===== config.mk =====
export PLATFORM = sky130hd
export DESIGN_NAME = multiplicador_secuencial_flat
export DESIGN_NICKNAME = d
export VERILOG_FILES = /design/src/rtl/multiplicador_secuencial_if.sv /design/src/rtl/multiplicador_secuencial.sv /design/src/flat_wrapper.sv
export SDC_FILE = /design/constraint.sdc
export NUM_CORES = 1
export LEC_CHECK = 0
export CORE_ASPECT_RATIO = 2
export CORE_MARGIN = 1.5
export CORE_UTILIZATION = 54
export CTS_CLUSTER_DIAMETER = 40
export CTS_CLUSTER_SIZE = 10
export DETAILED_ROUTE_END_ITERATION = 6
export GPL_TIMING_DRIVEN = 0
export PLACE_DENSITY = 0.75
export SLEW_MARGIN = 20
export SYNTH_ARGS = -nofsm -noshare
export SYNTH_HDL_FRONTEND = slang
export SYNTH_SLANG_ARGS = --single-unit

===== constraint.sdc =====
create_clock -name CLK -period 10.9 [get_ports CLK]
set_input_delay 1.09 -clock CLK [delete_from_list [all_inputs] [get_ports CLK]]
set_output_delay 1.09 -clock CLK [all_outputs]
set_load 0.03 [all_outputs]

===== src/rtl/multiplicador_secuencial_if.sv =====
// Handshake/operand bus for the sequential multiply-accumulate unit.
// The master drives the request and the operands; the slave returns the result and status.
interface multiplicador_secuencial_if #(
  parameter int tamanyo = 32
);
  logic                   START;
  logic [tamanyo-1:0]     Coc;
  logic [tamanyo-1:0]     Den;
  logic [tamanyo-1:0]     Res;
  logic [2*tamanyo-1:0]   Num;
  logic                   Done;
  logic                   Busy;

  modport master (output START, Coc, Den, Res, input Num, Done, Busy);
  modport slave  (input START, Coc, Den, Res, output Num, Done, Busy);
endinterface


===== src/rtl/multiplicador_secuencial.sv =====
// Sequential shift-add multiplier that rebuilds a dividend: Num = Coc*Den + Res.
// The operands are converted to magnitudes, multiplied one bit per cycle, and the
// sign and remainder are applied in a final cycle.
// Optional macro MULT_EARLY_DONE_EN: leave CALC as soon as the remaining multiplier
// bits are all zero. Without it, latency is fixed at tamanyo+1 cycles.
module multiplicador_secuencial #(
  parameter int tamanyo = 32
) (
  input logic                        CLK,
  input logic                        RSTa,
  multiplicador_secuencial_if.slave  bus
);
  localparam int CW = $clog2(tamanyo) + 1;

  typedef enum logic [1:0] {IDLE, CALC, FIN} state_t;

  state_t                 state_q, state_d;
  logic [tamanyo-1:0]     mult_q, mult_d;   // |Coc|, shifted right each step
  logic [tamanyo-1:0]     den_q, den_d;     // |Den|
  logic [tamanyo-1:0]     res_q, res_d;
  logic                   sign_q, sign_d;
  logic [2*tamanyo-1:0]   acc_q, acc_d;
  logic [CW-1:0]          cnt_q, cnt_d;
  logic [2*tamanyo-1:0]   num_q, num_d;
  logic                   done_q, done_d;

  // Next-state and datapath updates; every target holds its value unless a state changes it.
  always_comb begin
    state_d = state_q;
    mult_d  = mult_q;
    den_d   = den_q;
    res_d   = res_q;
    sign_d  = sign_q;
    acc_d   = acc_q;
    cnt_d   = cnt_q;
    num_d   = num_q;
    done_d  = 1'b0;
    case (state_q)
      IDLE: begin
        if (bus.START) begin
          state_d = CALC;
          // The magnitude of the most negative value wraps to the correct unsigned 2^(tamanyo-1).
          mult_d  = bus.Coc[tamanyo-1] ? (~bus.Coc + 1'b1) : bus.Coc;
          den_d   = bus.Den[tamanyo-1] ? (~bus.Den + 1'b1) : bus.Den;
          sign_d  = bus.Coc[tamanyo-1] ^ bus.Den[tamanyo-1];
          res_d   = bus.Res;
          acc_d   = '0;
          cnt_d   = '0;
        end
      end
      CALC: begin
        if (mult_q[0])
          acc_d = acc_q + ({{tamanyo{1'b0}}, den_q} << cnt_q);
        mult_d = mult_q >> 1;
        cnt_d  = cnt_q + 1'b1;
`ifdef MULT_EARLY_DONE_EN
        if ((mult_q >> 1) == '0 || cnt_q == CW'(tamanyo - 1))
          state_d = FIN;
`else
        if (cnt_q == CW'(tamanyo - 1))
          state_d = FIN;
`endif
      end
      FIN: begin
        num_d   = (sign_q ? (~acc_q + 1'b1) : acc_q) + {{tamanyo{res_q[tamanyo-1]}}, res_q};
        done_d  = 1'b1;
        state_d = IDLE;
      end
      default: state_d = IDLE;
    endcase
  end

  // State register; reset wins over any pending request.
  always_ff @(posedge CLK) begin
    if (RSTa) state_q <= IDLE;
    else      state_q <= state_d;
  end

  // Datapath and output registers; reset discards any in-flight operation.
  always_ff @(posedge CLK) begin
    if (RSTa) begin
      mult_q <= '0;
      den_q  <= '0;
      res_q  <= '0;
      sign_q <= 1'b0;
      acc_q  <= '0;
      cnt_q  <= '0;
      num_q  <= '0;
      done_q <= 1'b0;
    end else begin
      mult_q <= mult_d;
      den_q  <= den_d;
      res_q  <= res_d;
      sign_q <= sign_d;
      acc_q  <= acc_d;
      cnt_q  <= cnt_d;
      num_q  <= num_d;
      done_q <= done_d;
    end
  end

  assign bus.Num  = num_q;
  assign bus.Done = done_q;
  assign bus.Busy = (state_q != IDLE);
endmodule

===== src/flat_wrapper.sv =====
// flat-port wrapper written by rule: the top's interface ports become plain ports
module multiplicador_secuencial_flat 
#(
  parameter int tamanyo = 32
)
  (CLK, RSTa, bus_START, bus_Coc, bus_Den, bus_Res, bus_Num, bus_Done, bus_Busy);
  multiplicador_secuencial_if #(.tamanyo(tamanyo)) bus_i ();
  input logic CLK;
  input logic RSTa;
  input wire logic [$bits(bus_i.START)-1:0] bus_START;
  input wire logic [$bits(bus_i.Coc)-1:0] bus_Coc;
  input wire logic [$bits(bus_i.Den)-1:0] bus_Den;
  input wire logic [$bits(bus_i.Res)-1:0] bus_Res;
  output wire logic [$bits(bus_i.Num)-1:0] bus_Num;
  output wire logic [$bits(bus_i.Done)-1:0] bus_Done;
  output wire logic [$bits(bus_i.Busy)-1:0] bus_Busy;
  assign bus_i.START = bus_START;
  assign bus_i.Coc = bus_Coc;
  assign bus_i.Den = bus_Den;
  assign bus_i.Res = bus_Res;
  assign bus_Num = bus_i.Num;
  assign bus_Done = bus_i.Done;
  assign bus_Busy = bus_i.Busy;
  multiplicador_secuencial #(.tamanyo(tamanyo)) u_core (.CLK(CLK), .RSTa(RSTa), .bus(bus_i));
endmodule

==> flow_metrics.tcl <==
set metrics [dict create \
    power.leakage_nw 9.68 \
    syn_to_final_growth_pct 16.3 \
    switchingPower_uw 882 \
    drive_gt1_share_pct 4.07 \
    clockBufferDepth 3 \
    syn_avg_cell_area_um2 7.25 \
    finClkSkew_ns 0.0200 \
    synth_top_area_share_pct 22.6 \
    ctsResizeCount 0 \
    slew_violations 0 \
    power_density_nw_per_um2 110 \
    ctsHoldBuffers 0 \
    rows 101 \
    synth_area_um2 20700 \
    path_class "flip-flop to flip-flop" \
    syn_nets 3098 \
    yosysTopAreaCell "dfxtp_1" \
    layout_commonest_cell "nand2_1" \
    synth_top_flop_cell "dfxtp_1" \
    ys_types 78 \
    tritoncts "done" \
    dp.final_hpwl_mm 70.8 \
    pwr-share-comb_pct 23.2 \
    detail_route.first_pass.iterations 7 \
    clk_latency_ns 0.55 \
    grt_max_degree 36 \
    clk_pin_slew_ns 0.06 \
    num_vias 23200 \
    maxCapViolations 0 \
    synth-seq-cells 234 \
    vias_per_cell 6.56 \
    worstPathArrival_ns 8.82 \
    overflow 0 \
    n_fill_cell 3451 \
    totalWireLength_mm 88.2 \
    p_sw_share_pct 33.3 \
    die_w_um 141 \
    core-area_um2 37900 \
    fmax_mhz 119 \
    start_util_pct 54.6 \
    wl_per_cell_um 24.9 \
    p_clk_share_pct 42.4 \
    die_h_um 280 \
    final_nets 3301 \
    cts_inserted_buffers 36 \
    period_minus_slack_ns 8.42 \
    relSlewSlack_pct 8.11 \
    place.gp.congestion 1.11 \
    rsz0062_at_grt "no" \
    seq_area_um2 4690 \
    worst_pin_slew_ns 1.36 \
    yosysWarnings 0 \
    status "complete, but fails checks" \
    synth-edff-count 0 \
    drt_iter0_drc 1530 \
    tns_ns 0 \
    seqPwrFrac_pct 34.4 \
    hp-class "flip-flop to flip-flop" \
    ys_seq_area_share_pct 22.6 \
    cts-htree-levels 2 \
    finalHoldViolCount 0 \
    synth_cells 2853 \
    multi_input_area_um2 15200 \
    grt_pass1_wl_mm 131 \
    antenna_found_initial 4 \
    violations "DRC" \
    required_ns 11.31 \
    postCtsSetupRepairBufs 0 \
    min_period_over_period_pct 77.2 \
    grt_usage_pct 43.7 \
    ant_nets 0 \
    synthTopCellsByArea "dfxtp_1 (23%), ha_1 (8.7%), nand2_1 (8.4%), a21oi_1 (7.4%), xnor2_1 (6.7%)" \
    io_buffers 163 \
    io_pins 165 \
    root_buffer "clkbuf_16" \
    grt_pass1_vias 23400 \
    setup_viol 0 \
    ir_drop_uv 106 \
    intPower_mw 1.76 \
    die_area_um2 39600 \
    mostFrequentLayoutCells "nand2_1 (464), a21oi_1 (305), dfxtp_1 (233)" \
    endpoint_kind "flip-flop" \
    power.total_mw 2.65 \
    drc 2 \
    crit_fanout 10 \
    cp-start-kind "flip-flop" \
    cts.sinks 234 \
    synth_async_sr_flop_share_pct 0 \
]
[power by group through the flow]
| stage | Clock (mW) | Combinational, mW | Sequential [mW] |
|---|---|---|---|
| floorplan | 0 | 0.375 | 0.920 |
| global placement | 0 | 0.570 | 0.929 |
| detailed placement | 0 | 0.584 | 0.928 |
| CTS | 1.12 | 0.588 | 0.910 |
| global route | 1.15 | 0.650 | 0.913 |
| finish | 1.12 | 0.613 | 0.911 |
[worst max-delay path, stage by stage, from the launching register on]
cell	delay (ns)
dfxtp_1	0.51
buf_1	0.59
clkbuf_1	0.46
clkbuf_1	0.60
mux2i_1	0.34
nand2_1	0.09
o31a_1	0.22
mux2_2	0.31
o21ai_0	1.05
mux2i_1	0.31
and2_1	0.30
ha_1	0.27
clkbuf_1	0.26
nand4_1	0.17
or2_2	0.32
a211oi_1	0.30
o21ai_0	0.25
o21ai_0	0.62
o21bai_1	0.30
o31ai_1	0.68
xnor2_1	0.19
o21ai_0	0.10
[final timing paths]
check,startpoint,endpoint,slack (ns),depth (start not counted)
setup / recovery,u_core.cnt_q[1],u_core.acc_q[53],2.48,21
hold / removal,u_core.bus.Num[34],u_core.bus.Num[34],0.45,2
hold reg to reg,u_core.bus.Num[34],u_core.bus.Num[34],0.45,2
setup reg to reg,u_core.cnt_q[1],u_core.acc_q[53],2.48,21
[layer usage]
metal / GRT usage, % / part of all wire, %
met5: 0 / 0.048
met4: 51.3 / 14
met3: 9.44 / 6.6
met2: 78.6 / 49
met1: 36.2 / 30
[state kept, by name, summed over array words and instances, names as in the netlist]
name and count:
u_core.acc_q 64, u_core.bus.Num 64, u_core.den_q 32, u_core.mult_q 32, u_core.res_q 32, u_core.cnt_q 6
u_core.state_q 2, u_core.bus.Done 1, u_core.sign_q 1
[through the flow]
stage / std cells / cell area (um^2) / hold slack [ns] / utilization, % / worst slack (ns)
finish: 3538 / 24100 / 0.449 / 63.5 / 2.48
global route: 3537 / 24100 / 0.471 / 63.5 / 2.44
CTS: 3536 / 24000 / 0.450 / 63.4 / 2.81
detailed placement: 3480 / 22900 / 0.444 / 60.5 / 2.85
global placement: 3479 / 22900 / 0.440 / 60.4 / 2.61
floorplan: 2853 / 20700 / 0.432 / - / 5.45
[layout make-up]
cell class                 count  area share (%)
timing repair buffer         165            6.89
clock inverter                14           0.572
inverter                      57           0.889
clock buffer                  42            4.06
antenna                        1          0.0104
buffer                       162            2.54
sequential                   234            19.5
multi-input combinational   2400            63.2
tap                          463            2.41
[logic make-up after synthesis]
logic type                 after synthesis  synth area share (%)
muxes                                   81                  4.53
xor gates and xnor gates               219                  9.27
adders and majority gates              146                  8.90
AOI/OAI and AO/OA                      927                  27.9
buffers and inverters                  219                  3.98
and+or+nand+nor                       1027                  22.8
DFF                                    234                  22.6
[cells in the mapped netlist (all sizes together) (44+ instances only)]
master / instances
dfxtp: 234
o31ai: 44
mux2i: 52
nor3: 51
nand2: 464
nor2: 214
clkbuf: 131
nand4: 46
o21ai: 211
xnor2: 159
xor2: 60
ha: 144
nand3: 49
a21o: 72
a22oi: 56
a21oi: 305
inv: 55
(Power assumes the default switching activity.)
